[config.mk]
export PLATFORM = sky130hd
export DESIGN_NAME = hyperram_port_arbiter_flat
export DESIGN_NICKNAME = d
export VERILOG_FILES = /design/src/rtl/hyperram_pkg.sv /design/src/rtl/hyperram_port_arbiter_if.sv /design/src/rtl/hyperram_rr_pick.sv /design/src/rtl/hyperram_port_arbiter.sv /design/src/flat_wrapper.sv
export SDC_FILE = /design/constraint.sdc
export NUM_CORES = 1
export LEC_CHECK = 0
export ABC_AREA = 1
export CAP_MARGIN = 10
export CORE_MARGIN = 10
export CORE_UTILIZATION = 30
export DETAILED_ROUTE_END_ITERATION = 8
export HOLD_SLACK_MARGIN = 0.12
export PLACE_DENSITY = 0.87
export SLEW_MARGIN = 10
export SYNTH_ARGS = -nofsm -noshare
export SYNTH_HDL_FRONTEND = slang
export SYNTH_SLANG_ARGS = --single-unit
[constraint.sdc]
create_clock -name clk -period 2.83 [get_ports clk]
set_clock_uncertainty 0.1 [all_clocks]
set_input_delay 0.7075 -clock clk [delete_from_list [all_inputs] [get_ports clk]]
set_output_delay 0.7075 -clock clk [all_outputs]
set_load 0.03 [all_outputs]
[src/rtl/hyperram_pkg.sv]
// hyperram_pkg: shared types and constants for the HyperRAM port arbiter and controller
package hyperram_pkg;
   typedef enum logic [1:0] {IDLE, ISSUE, BUSY, REJECT} state_t;
   localparam int WORD_W = 16;
   localparam int CA_RW_BIT = 47;
   localparam int CA_AS_BIT = 46;
   // a transaction of zero words or longer than the tCSM-bounded burst is refused
   function automatic logic len_bad(input int unsigned len, input int unsigned max_burst);
      return (len == 0) || (len > max_burst);
   endfunction
endpackage

[src/rtl/hyperram_port_arbiter_if.sv]
// hyperram_port_arbiter_if: requester-side and controller-side bus of the port arbiter
interface hyperram_port_arbiter_if #(
   parameter int NUM_PORTS = 4,
   parameter int ADDR_W = 32,
   parameter int LEN_W = 8
);
   import hyperram_pkg::*;
   logic [NUM_PORTS-1:0] p_req_valid, p_req_ready, p_req_wr, p_req_reg;
   logic [NUM_PORTS-1:0] p_wready, p_rvalid, p_done, p_err;
   logic [NUM_PORTS*ADDR_W-1:0] p_req_addr;
   logic [NUM_PORTS*LEN_W-1:0] p_req_len;
   logic [NUM_PORTS*WORD_W-1:0] p_wdata;
   logic [WORD_W-1:0] p_rdata, c_wdata, c_rdata;
   logic c_cmd_valid, c_cmd_ready, c_cmd_wr, c_cmd_reg, c_wready, c_rvalid, c_done;
   logic [ADDR_W-1:0] c_cmd_addr;
   logic [LEN_W-1:0] c_cmd_len;
   modport master (
      input p_req_valid, p_req_wr, p_req_reg, p_req_addr, p_req_len, p_wdata,
      input c_cmd_ready, c_wready, c_rdata, c_rvalid, c_done,
      output p_req_ready, p_wready, p_rdata, p_rvalid, p_done, p_err,
      output c_cmd_valid, c_cmd_wr, c_cmd_reg, c_cmd_addr, c_cmd_len, c_wdata
   );
   modport slave (
      output p_req_valid, p_req_wr, p_req_reg, p_req_addr, p_req_len, p_wdata,
      output c_cmd_ready, c_wready, c_rdata, c_rvalid, c_done,
      input p_req_ready, p_wready, p_rdata, p_rvalid, p_done, p_err,
      input c_cmd_valid, c_cmd_wr, c_cmd_reg, c_cmd_addr, c_cmd_len, c_wdata
   );
endinterface

[src/rtl/hyperram_rr_pick.sv]
// hyperram_rr_pick: combinational round-robin picker, first requester after last
module hyperram_rr_pick #(
   parameter int NUM_PORTS = 4,
   localparam int IW = $clog2(NUM_PORTS)
) (
   input  logic [NUM_PORTS-1:0] req,
   input  logic [IW-1:0]        last,
   output logic [IW-1:0]        grant_idx,
   output logic                 any
);
   // scan from farthest to nearest so the port closest after last wins
   always_comb begin
      grant_idx = '0;
      any = |req;
      for (int i = NUM_PORTS; i >= 1; i--)
         if (req[(int'(last) + i) % NUM_PORTS]) grant_idx = IW'((int'(last) + i) % NUM_PORTS);
   end
endmodule

[src/rtl/hyperram_port_arbiter.sv]
// hyperram_port_arbiter: round-robin sharing of one HyperRAM controller between requesters
module hyperram_port_arbiter
   import hyperram_pkg::*;
#(
   parameter int NUM_PORTS = 4,
   parameter int ADDR_W = 32,
   parameter int LEN_W = 8,
   parameter int MAX_BURST = 128
) (
   input logic clk,
   input logic rst,
   hyperram_port_arbiter_if.master bus
);
   localparam int IW = $clog2(NUM_PORTS);
   state_t state, state_nxt;
   logic [IW-1:0] last_grant, grant, pick;
   logic any, cmd_wr, cmd_reg, beat, busy, fin;
   logic [ADDR_W-1:0] cmd_addr, sel_addr;
   logic [LEN_W-1:0] cmd_len, sel_len, cnt, cnt_nxt;
   logic [NUM_PORTS-1:0] onehot;

   hyperram_rr_pick #(.NUM_PORTS(NUM_PORTS)) u_pick (
      .req(bus.p_req_valid),
      .last(last_grant),
      .grant_idx(pick),
      .any(any)
   );

   assign sel_addr = bus.p_req_addr[int'(pick)*ADDR_W +: ADDR_W];
   assign sel_len = bus.p_req_len[int'(pick)*LEN_W +: LEN_W];
   assign busy = state == BUSY;
   assign fin = busy && bus.c_done;
   assign beat = cmd_wr ? bus.c_wready : bus.c_rvalid;
   assign cnt_nxt = cnt + LEN_W'(beat);
   assign onehot = NUM_PORTS'(1) << grant;

   // state register
   always_ff @(posedge clk or posedge rst)
      if (rst) state <= IDLE;
      else state <= state_nxt;

   // next-state: one whole transaction per grant, no preemption
   always_comb begin
      state_nxt = state;
      case (state)
         IDLE:    state_nxt = !any ? IDLE : len_bad(int'(sel_len), MAX_BURST) ? REJECT : ISSUE;
         ISSUE:   state_nxt = bus.c_cmd_ready ? BUSY : ISSUE;
         BUSY:    state_nxt = bus.c_done ? IDLE : BUSY;
         default: state_nxt = IDLE;
      endcase
   end

   // command latch, beat counter and round-robin pointer
   always_ff @(posedge clk or posedge rst)
      if (rst) begin
         last_grant <= IW'(NUM_PORTS - 1);
         grant <= '0;
         cmd_wr <= 1'b0;
         cmd_reg <= 1'b0;
         cmd_addr <= '0;
         cmd_len <= '0;
         cnt <= '0;
      end else begin
         if (state == IDLE && any) begin
            grant <= pick;
            cmd_wr <= bus.p_req_wr[pick];
            cmd_reg <= bus.p_req_reg[pick];
            cmd_addr <= sel_addr;
            cmd_len <= sel_len;
         end
         if (state == ISSUE && bus.c_cmd_ready) cnt <= '0;
         else if (busy) cnt <= cnt_nxt;
         if (fin || state == REJECT) last_grant <= grant;
      end

   // outputs: command fields from latches, data and status steered to the granted port
   always_comb begin
      bus.c_cmd_valid = state == ISSUE;
      bus.c_cmd_wr = cmd_wr;
      bus.c_cmd_reg = cmd_reg;
      bus.c_cmd_addr = cmd_addr;
      bus.c_cmd_len = cmd_len;
      bus.c_wdata = busy ? bus.p_wdata[int'(grant)*WORD_W +: WORD_W] : '0;
      bus.p_rdata = busy ? bus.c_rdata : '0;
      bus.p_req_ready = ((state == ISSUE && bus.c_cmd_ready) || state == REJECT) ? onehot : '0;
      bus.p_wready = (busy && cmd_wr && bus.c_wready) ? onehot : '0;
      bus.p_rvalid = (busy && !cmd_wr && bus.c_rvalid) ? onehot : '0;
      bus.p_done = (fin || state == REJECT) ? onehot : '0;
      bus.p_err = ((fin && cnt_nxt != cmd_len) || state == REJECT) ? onehot : '0;
   end
endmodule
[src/flat_wrapper.sv]
// flat-port wrapper written by rule: the top's interface ports become plain ports
module hyperram_port_arbiter_flat import hyperram_pkg::*;
#(
   parameter int NUM_PORTS = 4,
   parameter int ADDR_W = 32,
   parameter int LEN_W = 8,
   parameter int MAX_BURST = 128
)
  (clk, rst, bus_p_req_valid, bus_p_req_wr, bus_p_req_reg, bus_p_req_addr, bus_p_req_len, bus_p_wdata, bus_c_cmd_ready, bus_c_wready, bus_c_rdata, bus_c_rvalid, bus_c_done, bus_p_req_ready, bus_p_wready, bus_p_rdata, bus_p_rvalid, bus_p_done, bus_p_err, bus_c_cmd_valid, bus_c_cmd_wr, bus_c_cmd_reg, bus_c_cmd_addr, bus_c_cmd_len, bus_c_wdata);
  hyperram_port_arbiter_if #(.NUM_PORTS(NUM_PORTS), .ADDR_W(ADDR_W), .LEN_W(LEN_W)) bus_i ();
  input logic clk;
  input logic rst;
  input wire logic [$bits(bus_i.p_req_valid)-1:0] bus_p_req_valid;
  input wire logic [$bits(bus_i.p_req_wr)-1:0] bus_p_req_wr;
  input wire logic [$bits(bus_i.p_req_reg)-1:0] bus_p_req_reg;
  input wire logic [$bits(bus_i.p_req_addr)-1:0] bus_p_req_addr;
  input wire logic [$bits(bus_i.p_req_len)-1:0] bus_p_req_len;
  input wire logic [$bits(bus_i.p_wdata)-1:0] bus_p_wdata;
  input wire logic [$bits(bus_i.c_cmd_ready)-1:0] bus_c_cmd_ready;
  input wire logic [$bits(bus_i.c_wready)-1:0] bus_c_wready;
  input wire logic [$bits(bus_i.c_rdata)-1:0] bus_c_rdata;
  input wire logic [$bits(bus_i.c_rvalid)-1:0] bus_c_rvalid;
  input wire logic [$bits(bus_i.c_done)-1:0] bus_c_done;
  output wire logic [$bits(bus_i.p_req_ready)-1:0] bus_p_req_ready;
  output wire logic [$bits(bus_i.p_wready)-1:0] bus_p_wready;
  output wire logic [$bits(bus_i.p_rdata)-1:0] bus_p_rdata;
  output wire logic [$bits(bus_i.p_rvalid)-1:0] bus_p_rvalid;
  output wire logic [$bits(bus_i.p_done)-1:0] bus_p_done;
  output wire logic [$bits(bus_i.p_err)-1:0] bus_p_err;
  output wire logic [$bits(bus_i.c_cmd_valid)-1:0] bus_c_cmd_valid;
  output wire logic [$bits(bus_i.c_cmd_wr)-1:0] bus_c_cmd_wr;
  output wire logic [$bits(bus_i.c_cmd_reg)-1:0] bus_c_cmd_reg;
  output wire logic [$bits(bus_i.c_cmd_addr)-1:0] bus_c_cmd_addr;
  output wire logic [$bits(bus_i.c_cmd_len)-1:0] bus_c_cmd_len;
  output wire logic [$bits(bus_i.c_wdata)-1:0] bus_c_wdata;
  assign bus_i.p_req_valid = bus_p_req_valid;
  assign bus_i.p_req_wr = bus_p_req_wr;
  assign bus_i.p_req_reg = bus_p_req_reg;
  assign bus_i.p_req_addr = bus_p_req_addr;
  assign bus_i.p_req_len = bus_p_req_len;
  assign bus_i.p_wdata = bus_p_wdata;
  assign bus_i.c_cmd_ready = bus_c_cmd_ready;
  assign bus_i.c_wready = bus_c_wready;
  assign bus_i.c_rdata = bus_c_rdata;
  assign bus_i.c_rvalid = bus_c_rvalid;
  assign bus_i.c_done = bus_c_done;
  assign bus_p_req_ready = bus_i.p_req_ready;
  assign bus_p_wready = bus_i.p_wready;
  assign bus_p_rdata = bus_i.p_rdata;
  assign bus_p_rvalid = bus_i.p_rvalid;
  assign bus_p_done = bus_i.p_done;
  assign bus_p_err = bus_i.p_err;
  assign bus_c_cmd_valid = bus_i.c_cmd_valid;
  assign bus_c_cmd_wr = bus_i.c_cmd_wr;
  assign bus_c_cmd_reg = bus_i.c_cmd_reg;
  assign bus_c_cmd_addr = bus_i.c_cmd_addr;
  assign bus_c_cmd_len = bus_i.c_cmd_len;
  assign bus_c_wdata = bus_i.c_wdata;
  hyperram_port_arbiter #(.NUM_PORTS(NUM_PORTS), .ADDR_W(ADDR_W), .LEN_W(LEN_W), .MAX_BURST(MAX_BURST)) u_core (.clk(clk), .rst(rst), .bus(bus_i));
endmodule
# Word-level counts from Yosys, hierarchy flattened
# Cells that the tools add are included.
[op_classes]
n_reduce_logical = 21
addsub = 5
div = 0
shifts = 4
mux = 35
eq_ne = 4
bitwise = 4
n_lt_le_gt_ge = 6
multipliers = 0
[ops]
columns = ["cell", "count"]
rows = [
  ["128-bit by 8-bit indexed part select with 32-bit output", 1],
  ["64-bit by 7-bit indexed part select with 16-bit output", 1],
  ["16-bit 2-to-1 mux", 2],
  ["32-bit by 6-bit indexed part select with 8-bit output", 1],
  ["4-bit 2-to-1 mux", 5],
  ["3-bit by 4-bit less-than comparator with 1-bit output, second input constant", 4],
  ["2-bit 2-to-1 mux", 8],
  ["8-bit 2-to-1 mux", 2],
  ["1-bit binary-select mux with 2-bit select", 6],
  ["1-bit 2-to-1 mux", 11],
  ["8-bit by 1-bit adder with 8-bit output", 1],
  ["8-bit > comparator, second input constant", 1],
  ["1-bit logical AND", 8],
  ["8-bit logical NOT", 1],
  ["8-bit inequality test", 1],
  ["2-bit OR reduction", 4],
  ["2-bit one-hot mux with 3 select lines", 1],
  ["2-bit by 1-bit adder with 2-bit output, second input constant", 2],
  ["2-bit adder, second input constant", 2],
  ["1-bit AND, first input constant", 4],
  ["2-bit == test, second input constant", 2],
  ["1-bit logical OR", 4],
  ["4-bit OR reduction", 1],
  ["1-bit by 2-bit << shifter with 4-bit output, first input constant", 1],
  ["5 further kinds", 5],
]
[word_totals]
elab_cells = 87
inputBits = 258
mem_bits_ro = 0
out_inout_bits = 95
ram_bits = 0
mem_count = 0
regBits = 56
latch_bits = 0

# Depth between registers and ports, before layout
# Gate-level depths: netlist (run 1).
[depth]
ltp_word = 16
depth_mapped = 20
mapped_depth_nobuf = 19

# Cells and area by module
# Synthesis (run 1) repeated with hierarchy kept, for this count alone.
[hier_totals]
cells_unflattened = 752
hier_area_um2 = 4624.4
[modules_own_cells]
columns = ["module", "seq_area_each_um2", "cells_each", "area_per_inst_um2", "n_inst"]
rows = [
  ["hyperram_port_arbiter", 1403.8, 701, 4357.9, 1],
  ["hyperram_rr_pick", 0.0, 51, 266.5, 1],
]

# Worst setup path after synthesis (run 1)
# Ideal clock, no wire load.
[synth_timing]
kind = "input port to output port"
start = "in bus_c_rvalid"
end = "out bus_p_err[0]"
cell_stages = 12
path_slack_ns = -0.314
arrival_time_ns = 2.336
t_required_ns = 2.023
n_path_buf = 0
path_cell_list = "inv_1 > o21ai_0 > ha_1 > ha_1 > nand4_1 > nor2_1 > xor2_1 > xor2_1 > nor4_1 > o211ai_1 > nand2_1 > inv_1"
[synth_between]
elab_chain_cells = 6
[synth_rtl]
columns = ["element", "line_no", "source"]
rows = [
  ["from (decl)", "flat_wrapper.sv:22", "input wire logic [$bits(bus_i.c_rvalid)-1:0] bus_c_rvalid;"],
  ["1-bit 2-to-1 mux", "hyperram_port_arbiter.sv:33", "assign beat = cmd_wr ? bus.c_wready : bus.c_rvalid;"],
  ["8-bit by 1-bit adder with 8-bit output", "hyperram_port_arbiter.sv:34", "assign cnt_nxt = cnt + LEN_W'(beat);"],
  ["8-bit inequality test", "hyperram_port_arbiter.sv:89", "bus.p_err = ((fin && cnt_nxt != cmd_len) || state == REJECT) ? onehot : '0;"],
  ["1-bit logical AND", "hyperram_port_arbiter.sv:89", ""],
  ["1-bit logical OR", "hyperram_port_arbiter.sv:89", ""],
  ["4-bit 2-to-1 mux", "hyperram_port_arbiter.sv:89", ""],
  ["to (decl)", "flat_wrapper.sv:29", "output wire logic [$bits(bus_i.p_err)-1:0] bus_p_err;"],
]
# No other way between the ends.

# Worst setup path in the final report (run 1)
[layout_timing]
start = "in bus_c_wready"
end = "out bus_p_err[1]"
[layout_between]
elab_chain_cells = 6
[layout_rtl]
columns = ["element", "line_no", "source"]
rows = [
  ["from (decl)", "flat_wrapper.sv:20", "input wire logic [$bits(bus_i.c_wready)-1:0] bus_c_wready;"],
  ["1-bit 2-to-1 mux", "hyperram_port_arbiter.sv:33", ""],
  ["8-bit by 1-bit adder with 8-bit output", "hyperram_port_arbiter.sv:34", ""],
  ["8-bit inequality test", "hyperram_port_arbiter.sv:89", ""],
  ["1-bit logical AND", "hyperram_port_arbiter.sv:89", ""],
  ["1-bit logical OR", "hyperram_port_arbiter.sv:89", ""],
  ["4-bit 2-to-1 mux", "hyperram_port_arbiter.sv:89", ""],
]
# No other way between the ends.

==> out/results.txt, run 1 <==
Total Neg Setup Slack - -2.41 ns
Share of cells above drive strength 1 - 15.7%
Crit Path Class - primary input to output port
Synthesized Nets - 918
Post-DP Area - 0.00847 mm²
Clock Latency Late Sink - 0.29 ns
Maxcap violations - 0
GRT overflow - 0
Setup slack, reg-to-reg - 0.42 ns
First DRT Iteration DRCs - 317
Req. time, crit path - 2.02 ns
WL/cell - 19.8 µm
Register clock-pin slew on the reported worst setup and hold paths - 0.07 ns
Pwr per Cell Area - 1200 mW/mm²
Worst reg2reg startpoint - u_core.last_grant[0]
Final HPWL DP - 20.6 mm
Min-Delay Endpoint - u_core.bus.c_cmd_addr[3]
Num CTS Buffers - 5
Yosys cell types - 34
Via Count - 6207
GPL Wtd Cong - 0.955
Pins over their slew limit - 0
Net Sw Frac - 52.3%
NetSw - 5450 µW
Final setup violating endpoints - 4
Int Pwr - 4960 µW
TritonCTS clock tree - done
Syn-to-layout area delta - 102%
RSZ-0062 raised after global routing - true
Comb pwr share - 79.3%
Largest register FFs - 32
Reg-to-reg endpoint - u_core.state[1]
Starting density of the core - 30.8%
Number of synthesized register bits - 56
Fin crit share - 124%
PnR worst setup slack - -0.667 ns
Worst Hold Depth - 2
Vias/cell - 5.09
Max clock buf depth - 2
Worst relative slew slack - 64.2%
Final #Nets - 1297
Failing checks - setup timing
CP Launch Type - primary input
Synth Area per Inst - 6.54 µm²
Min Tclk post-route - 3.50 ns
R2r worst-path depth - 16
Hold Path Origin - u_core.bus.c_cmd_addr[3]
Worst Path Arrival - 2.69 ns
Clock power frac - 5.8%
Die Y - 140 µm
Cell Area, Synth - 0.00431 mm²
First-pass GRT wire length - 35.8 mm
Yosys Warn Count - 0
Part of the power in registers - 14.9%
Die footprint - 0.0195 mm²
Instance count of the mapped netlist - 658
Critical Path End Type - output port
Cell Rows - 43
Initial antenna violation count - 2
Die width - 140 µm
All-Layer GR Usage - 22.9%
Port bufs - 352
Design area - 0.00871 mm²
H-tree levels - 2
Io pins - 353
Leak - 0.00377 µW
Num Clock Sinks - 56
Root buffer cell - clkbuf_16
Final Hold Violating Endpoints - 0
Drt first pass iters - 5
Fmax - 286 MHz
Maximum fanout along the worst path - 3
Pin count of the biggest net entering global routing - 33
VDD IR max - 0.000630 V
Core Area - 0.0140 mm²
Vias in the first global route - 6294
Detail Route Antenna Nets - 0
DRT Wirelength - 24.1 mm
Status - finished, violations left
Worst hold-check path type - register to register
Post-route DRC - 0
Actual slew at the worst max-slew pin - 0.537 ns
Sequential element share of the synthesized area - 32.6%
[layer usage]
metal / GRT usage [%] / vias up / routed length (µm)
li1: - / 2978 / -
met1: 22.2 / 2833 / 8040
met2: 43.2 / 357 / 12700
met3: 9.19 / 39 / 2770
met4: 7.12 / 0 / 638
met5: 0 / - / 0
[Yosys cell counts, drive strengths merged]
cell	n	area (µm²)
dfrtp	54	1350
xnor2	3	26.3
ha	2	25.0
dfstp	2	52.6
o211ai	2	15.0
xor2	7	61.3
a31oi	13	81.3
o31ai	1	7.51
a22oi	32	240
clkinv	1	3.75
nand4	4	25.0
o221ai	21	184
nand2	119	469
or2	1	6.26
buf	20	131
a21oi	18	90.1
nor4	2	12.5
and2	1	6.26
nand3	36	190
o22ai	6	37.5
clkbuf	21	78.8
inv	53	201
o21ai	86	430
nor2	152	573
nor3	1	5.00
[critical path: stages]
cell,delay (ns)
buf_6,0.09
nand2_2,0.06
o21ai_2,0.05
ha_2,0.21
ha_4,0.16
buf_6,0.12
xnor2_4,0.16
xor2_1,0.15
nand4_1,0.12
nor4_2,0.28
o211ai_1,0.18
buf_4,0.19
nand2_2,0.06
inv_2,0.03
buf_6,0.12
[kinds of logic (layout without fill, tap and decap cells)]
kind of cell             after synthesis  in the layout  synth area share [%]
AO/OA/AOI/OAI                        179            179                  25.2
XOR/XNOR                              10             10                  2.03
adder cells (fa/ha/maj)                2              2                 0.581
buffers and inverters                 95            474                  9.65
flip-flops                            56             56                  32.6
other                                  0              2                     0
AND/OR/NAND/NOR                      316            316                  29.9
[timing repair]
item / in CTS / in global routing
gates resized for setup: 35 / 16
pin swaps: 10 / 16
setup endpoints to repair: 4 / 32
hold buffers: 0 / 0
setup buffers: 3 / 0
endpoints found under the hold margin: 0 / 0
[power groups by stage]
stage                     clock [µW]  combinational (µW)  sequential [µW]
after global placement             0                8030             1530
after CTS                        616                8210             1540
after floorplan                    0                4180             2080
after detailed placement           0                8170             1550
final                            603                8260             1550
after global routing             645                8990             1600
[cell type report]
cell class	instances	area [µm²]
Fill cell	1199	5280
Timing Repair Buffer	413	4150
Multi-Input combinational cell	507	2580
Sequential cell	56	1400
Tap cell	180	225
Inverter	54	213
Clock buffer	6	129
Clock inverter	1	5.00
Antenna cell	2	5.00
[metrics by stage]
| step | cells | worst slack (ns) | utilization [%] | total power [µW] | hold WS, ns |
|---|---|---|---|---|---|
| final | 1219 | -0.667 | 62.3 | 10400 | 0.400 |
| after global routing | 1219 | -0.763 | 62.3 | 11200 | 0.422 |
| after CTS | 1217 | -0.719 | 61.8 | 10400 | 0.400 |
| after detailed placement | 1207 | -1.61 | 60.6 | 9720 | 0.381 |
| after global placement | 1207 | -1.54 | 60.6 | 9560 | 0.377 |
| after floorplan | 658 | -0.203 | - | 6260 | 0.386 |
[placed cells by master, fill, tap and decap left out, types with 2 or more instances in the layout]
| cell | netlist | routed |
|---|---|---|
| clkdlybuf4s50_1 | 0 | 298 |
| nor2_1 | 151 | 149 |
| nand2_1 | 112 | 107 |
| buf_4 | 5 | 86 |
| o21ai_0 | 75 | 72 |
| dfrtp_1 | 54 | 54 |
| inv_1 | 47 | 41 |
| nand3_1 | 34 | 33 |
| a22oi_1 | 32 | 32 |
| buf_12 | 0 | 22 |
| o221ai_1 | 21 | 21 |
| a21oi_1 | 18 | 18 |
| a31oi_1 | 13 | 13 |
| o21ai_1 | 11 | 12 |
| inv_2 | 5 | 11 |
| nand2_2 | 6 | 10 |
| o22ai_1 | 6 | 6 |
| xor2_1 | 7 | 6 |
| buf_6 | 3 | 6 |
| clkbuf_16 | 0 | 5 |
| nand4_1 | 4 | 4 |
| nand3_2 | 2 | 3 |
| diode_2 | 0 | 2 |
| o21ai_2 | 0 | 2 |
| nand2_4 | 1 | 2 |
| nor2_2 | 1 | 2 |
| xnor2_1 | 3 | 2 |
| o211ai_1 | 2 | 2 |
| dfstp_2 | 2 | 2 |
[worst max-delay path by stage]
stage,from,endpoint,slack (ns),cells after the start
finish,bus_c_wready,bus_p_err[1],-0.67,15
global placement,bus_c_rvalid,bus_p_err[0],-1.54,14
detailed placement,bus_c_rvalid,bus_p_err[1],-1.61,14
global route,bus_c_rvalid,bus_p_err[1],-0.76,15
floorplan,bus_c_rvalid,bus_p_err[0],-0.20,12
CTS,bus_c_rvalid,bus_p_err[1],-0.72,15
No activity file was read; power rests on OpenSTA's default activity.
==> inputs of run 2 (changes only) <==
--- a/config.mk
+++ b/config.mk
@@ -7,11 +7,13 @@
 export LEC_CHECK = 0
 export ABC_AREA = 1
 export CAP_MARGIN = 10
-export CORE_MARGIN = 10
-export CORE_UTILIZATION = 30
+export CELL_PAD_IN_SITES_DETAIL_PLACEMENT = 2
+export CELL_PAD_IN_SITES_GLOBAL_PLACEMENT = 2
+export CORE_MARGIN = 2
+export CORE_UTILIZATION = 14
 export DETAILED_ROUTE_END_ITERATION = 8
 export HOLD_SLACK_MARGIN = 0.12
-export PLACE_DENSITY = 0.87
+export PLACE_DENSITY = 0.88
 export SLEW_MARGIN = 10
 export SYNTH_ARGS = -nofsm -noshare
 export SYNTH_HDL_FRONTEND = slang
==> out/results.txt, run 2 (synthesized netlist as in run 1, its figures left out) <==
Pwr per Cell Area - 1240 mW/mm² (+3.7%)
Maxcap violations - 0 (unchanged)
Max clock buf depth - 2 (unchanged)
Core Area - 0.0304 mm² (+120%)
Share of cells above drive strength 1 - 18.6% (+2.9 points)
Net Sw Frac - 53.4% (+1.1 points)
Vias in the first global route - 7254 (+15%)
Clock power frac - 6.1% (+0.3 points)
Worst hold-check path type - register to register
Part of the power in registers - 13.8% (-1.1 points)
Port bufs - 352 (unchanged)
RSZ-0062 raised after global routing - true
TritonCTS clock tree - done
Drt first pass iters - 4 (-1)
Setup slack, reg-to-reg - 0.19 ns (-0.23 ns)
Final HPWL DP - 23.7 mm (+15%)
Cell Rows - 64 (+49%)
Status - finished, violations left
First DRT Iteration DRCs - 165 (-48%)
Comb pwr share - 80.0% (+0.7 points)
Die Y - 179 µm (+28%)
Largest register FFs - 32 (unchanged)
Reg-to-reg endpoint - u_core.cnt[6]
Most common cell after layout, fill and taps aside - clkdlybuf4s50_1
Int Pwr - 5300 µW (+6.8%)
Hold Path Origin - u_core.bus.c_cmd_addr[7]
PnR worst setup slack - -0.786 ns (-0.119 ns)
Worst Path Arrival - 2.81 ns (+0.12 ns)
Register clock-pin slew on the reported worst setup and hold paths - 0.08 ns (about the same)
Die width - 179 µm (+28%)
Fill count - 3513 (+190%)
Worst relative slew slack - 72.8% (+8.7 points)
CP Launch Type - primary input
Worst reg2reg startpoint - u_core.bus.c_cmd_wr
Hold_ws - 0.400 ns (-0.000411 ns)
NetSw - 6080 µW (+12%)
Final setup violating endpoints - 4 (unchanged)
Maximum fanout along the worst path - 4 (+1)
Final Hold Violating Endpoints - 0 (unchanged)
Fin crit share - 128% (+4.2 points)
Io pins - 353 (unchanged)
Min-Delay Endpoint - u_core.bus.c_cmd_addr[7]
Die footprint - 0.0322 mm² (+65%)
Fmax - 277 MHz (-3.3%)
Actual slew at the worst max-slew pin - 0.406 ns (-0.131 ns)
First-pass GRT wire length - 41.9 mm (+17%)
All-Layer GR Usage - 17.2% (-5.7 points)
Commonest non-fill, non-tap cells in the layout - 297 x clkdlybuf4s50_1, 146 x nor2_1, 108 x buf_4
Starting density of the core - 14.1% (-17 points)
Detail Route Antenna Nets - 0 (unchanged)
Worst Hold Depth - 2 (unchanged)
H-tree levels - 2 (unchanged)
Pins over their slew limit - 0 (unchanged)
Root buffer cell - clkbuf_16
R2r worst-path depth - 14 (-2)
Initial antenna violation count - 2 (unchanged)
Leak - 0.00388 µW (+3.0%)
Num Clock Sinks - 56 (unchanged)
Vias/cell - 4.43 (-13%)
Req. time, crit path - 2.02 ns (about the same)
Hold Buf Count CTS - 0 (unchanged)
VDD IR max - 0.000495 V (-21%)
Crit Path Class - primary input to output port
DRT Wirelength - 29.2 mm (+21%)
Num CTS Buffers - 5 (unchanged)
Via Count - 6452 (+3.9%)
Final #Nets - 1319 (+1.7%)
GRT overflow - 0 (unchanged)
Min Tclk post-route - 3.62 ns (+0.119 ns)
Post-route DRC - 0 (unchanged)
Failing checks - setup timing
Total Neg Setup Slack - -3.04 ns (-0.634 ns)
Pin count of the biggest net entering global routing - 57 (+73%)
Clock Latency Late Sink - 0.32 ns (+0.03 ns)
Critical Path End Type - output port
Syn-to-layout area delta - 113%
WL/cell - 20.0 µm (+1.0%)
GPL Wtd Cong - 0.816 (-15%)
-- run 2: worst max-delay path, cell delays in order --
cell and delay, ns:
buf_6 0.10, nand2_2 0.07, o21ai_4 0.07, ha_4 0.18
ha_4 0.16, buf_6 0.13, xnor2_4 0.22, xor2_2 0.21
nand4_1 0.13, nor4_2 0.27, o211ai_1 0.23, nand2_1 0.16
inv_2 0.05, buf_6 0.13
-- run 2: final cells by class --
class	count	area [µm²]	area share, %
Clock buffer	5	125	1.36
Timing Repair Buffer	435	4280	46.6
Tap cell	396	495	5.40
Multi-Input combinational cell	507	2630	28.7
Clock inverter	3	27.5	0.300
Inverter	54	215	2.34
Sequential cell	56	1410	15.3
Antenna cell	2	5.00	0.0545
-- run 2: per-stage QoR --
step	cell area (µm²)	std cells	setup slack (ns)	utilization, %	power, µW
after floorplan	4340	658	-0.203	-	6260
after global placement	8790	1437	-1.57	28.9	10100
after detailed placement	8790	1437	-1.88	28.9	10500
after CTS	9040	1453	-0.798	29.7	11400
after global routing	9180	1457	-0.891	30.2	12400
final	9180	1458	-0.786	30.2	11400
-- run 2: power groups by stage --
| stage | Sequential (µW) | Clock (µW) | Combinational [µW] |
|---|---|---|---|
| after floorplan | 2080 | 0 | 4180 |
| after global placement | 1530 | 0 | 8570 |
| after detailed placement | 1570 | 0 | 8920 |
| after CTS | 1560 | 748 | 9040 |
| after global routing | 1630 | 758 | 9990 |
| final | 1570 | 699 | 9110 |
-- run 2: worst max-delay path by stage --
| stage | from | endpoint | slack [ns] | cells past startpoint |
|---|---|---|---|---|
| 6_report | bus_c_wready | bus_p_err[2] | -0.79 | 14 |
| 5_1_grt | u_core.bus.c_cmd_wr | bus_p_err[2] | -0.89 | 13 |
| 4_1_cts | bus_c_rvalid | bus_p_err[2] | -0.80 | 14 |
| 3_5_place_dp | bus_c_rvalid | bus_p_err[2] | -1.88 | 14 |
| 3_3_place_gp | bus_c_rvalid | bus_p_err[1] | -1.57 | 14 |
| 2_1_floorplan | bus_c_rvalid | bus_p_err[0] | -0.20 | 12 |
-- run 2: repair_timing --
| action | in CTS | in global routing |
|---|---|---|
| buffers inserted | 8 | 4 |
| gates resized for setup | 45 | 31 |
| hold endpoints to repair | 0 | 0 |
| pin swaps | 13 | 21 |
| endpoints found under the setup margin | 4 | 40 |
-- run 2: layer usage --
layer,vias up,GRT usage (%),wire length [µm]
li1,3018,-,-
met1,3101,16.5,9960
met2,291,33.3,15200
met3,42,6.27,2970
met4,0,6.59,997
met5,-,0,0
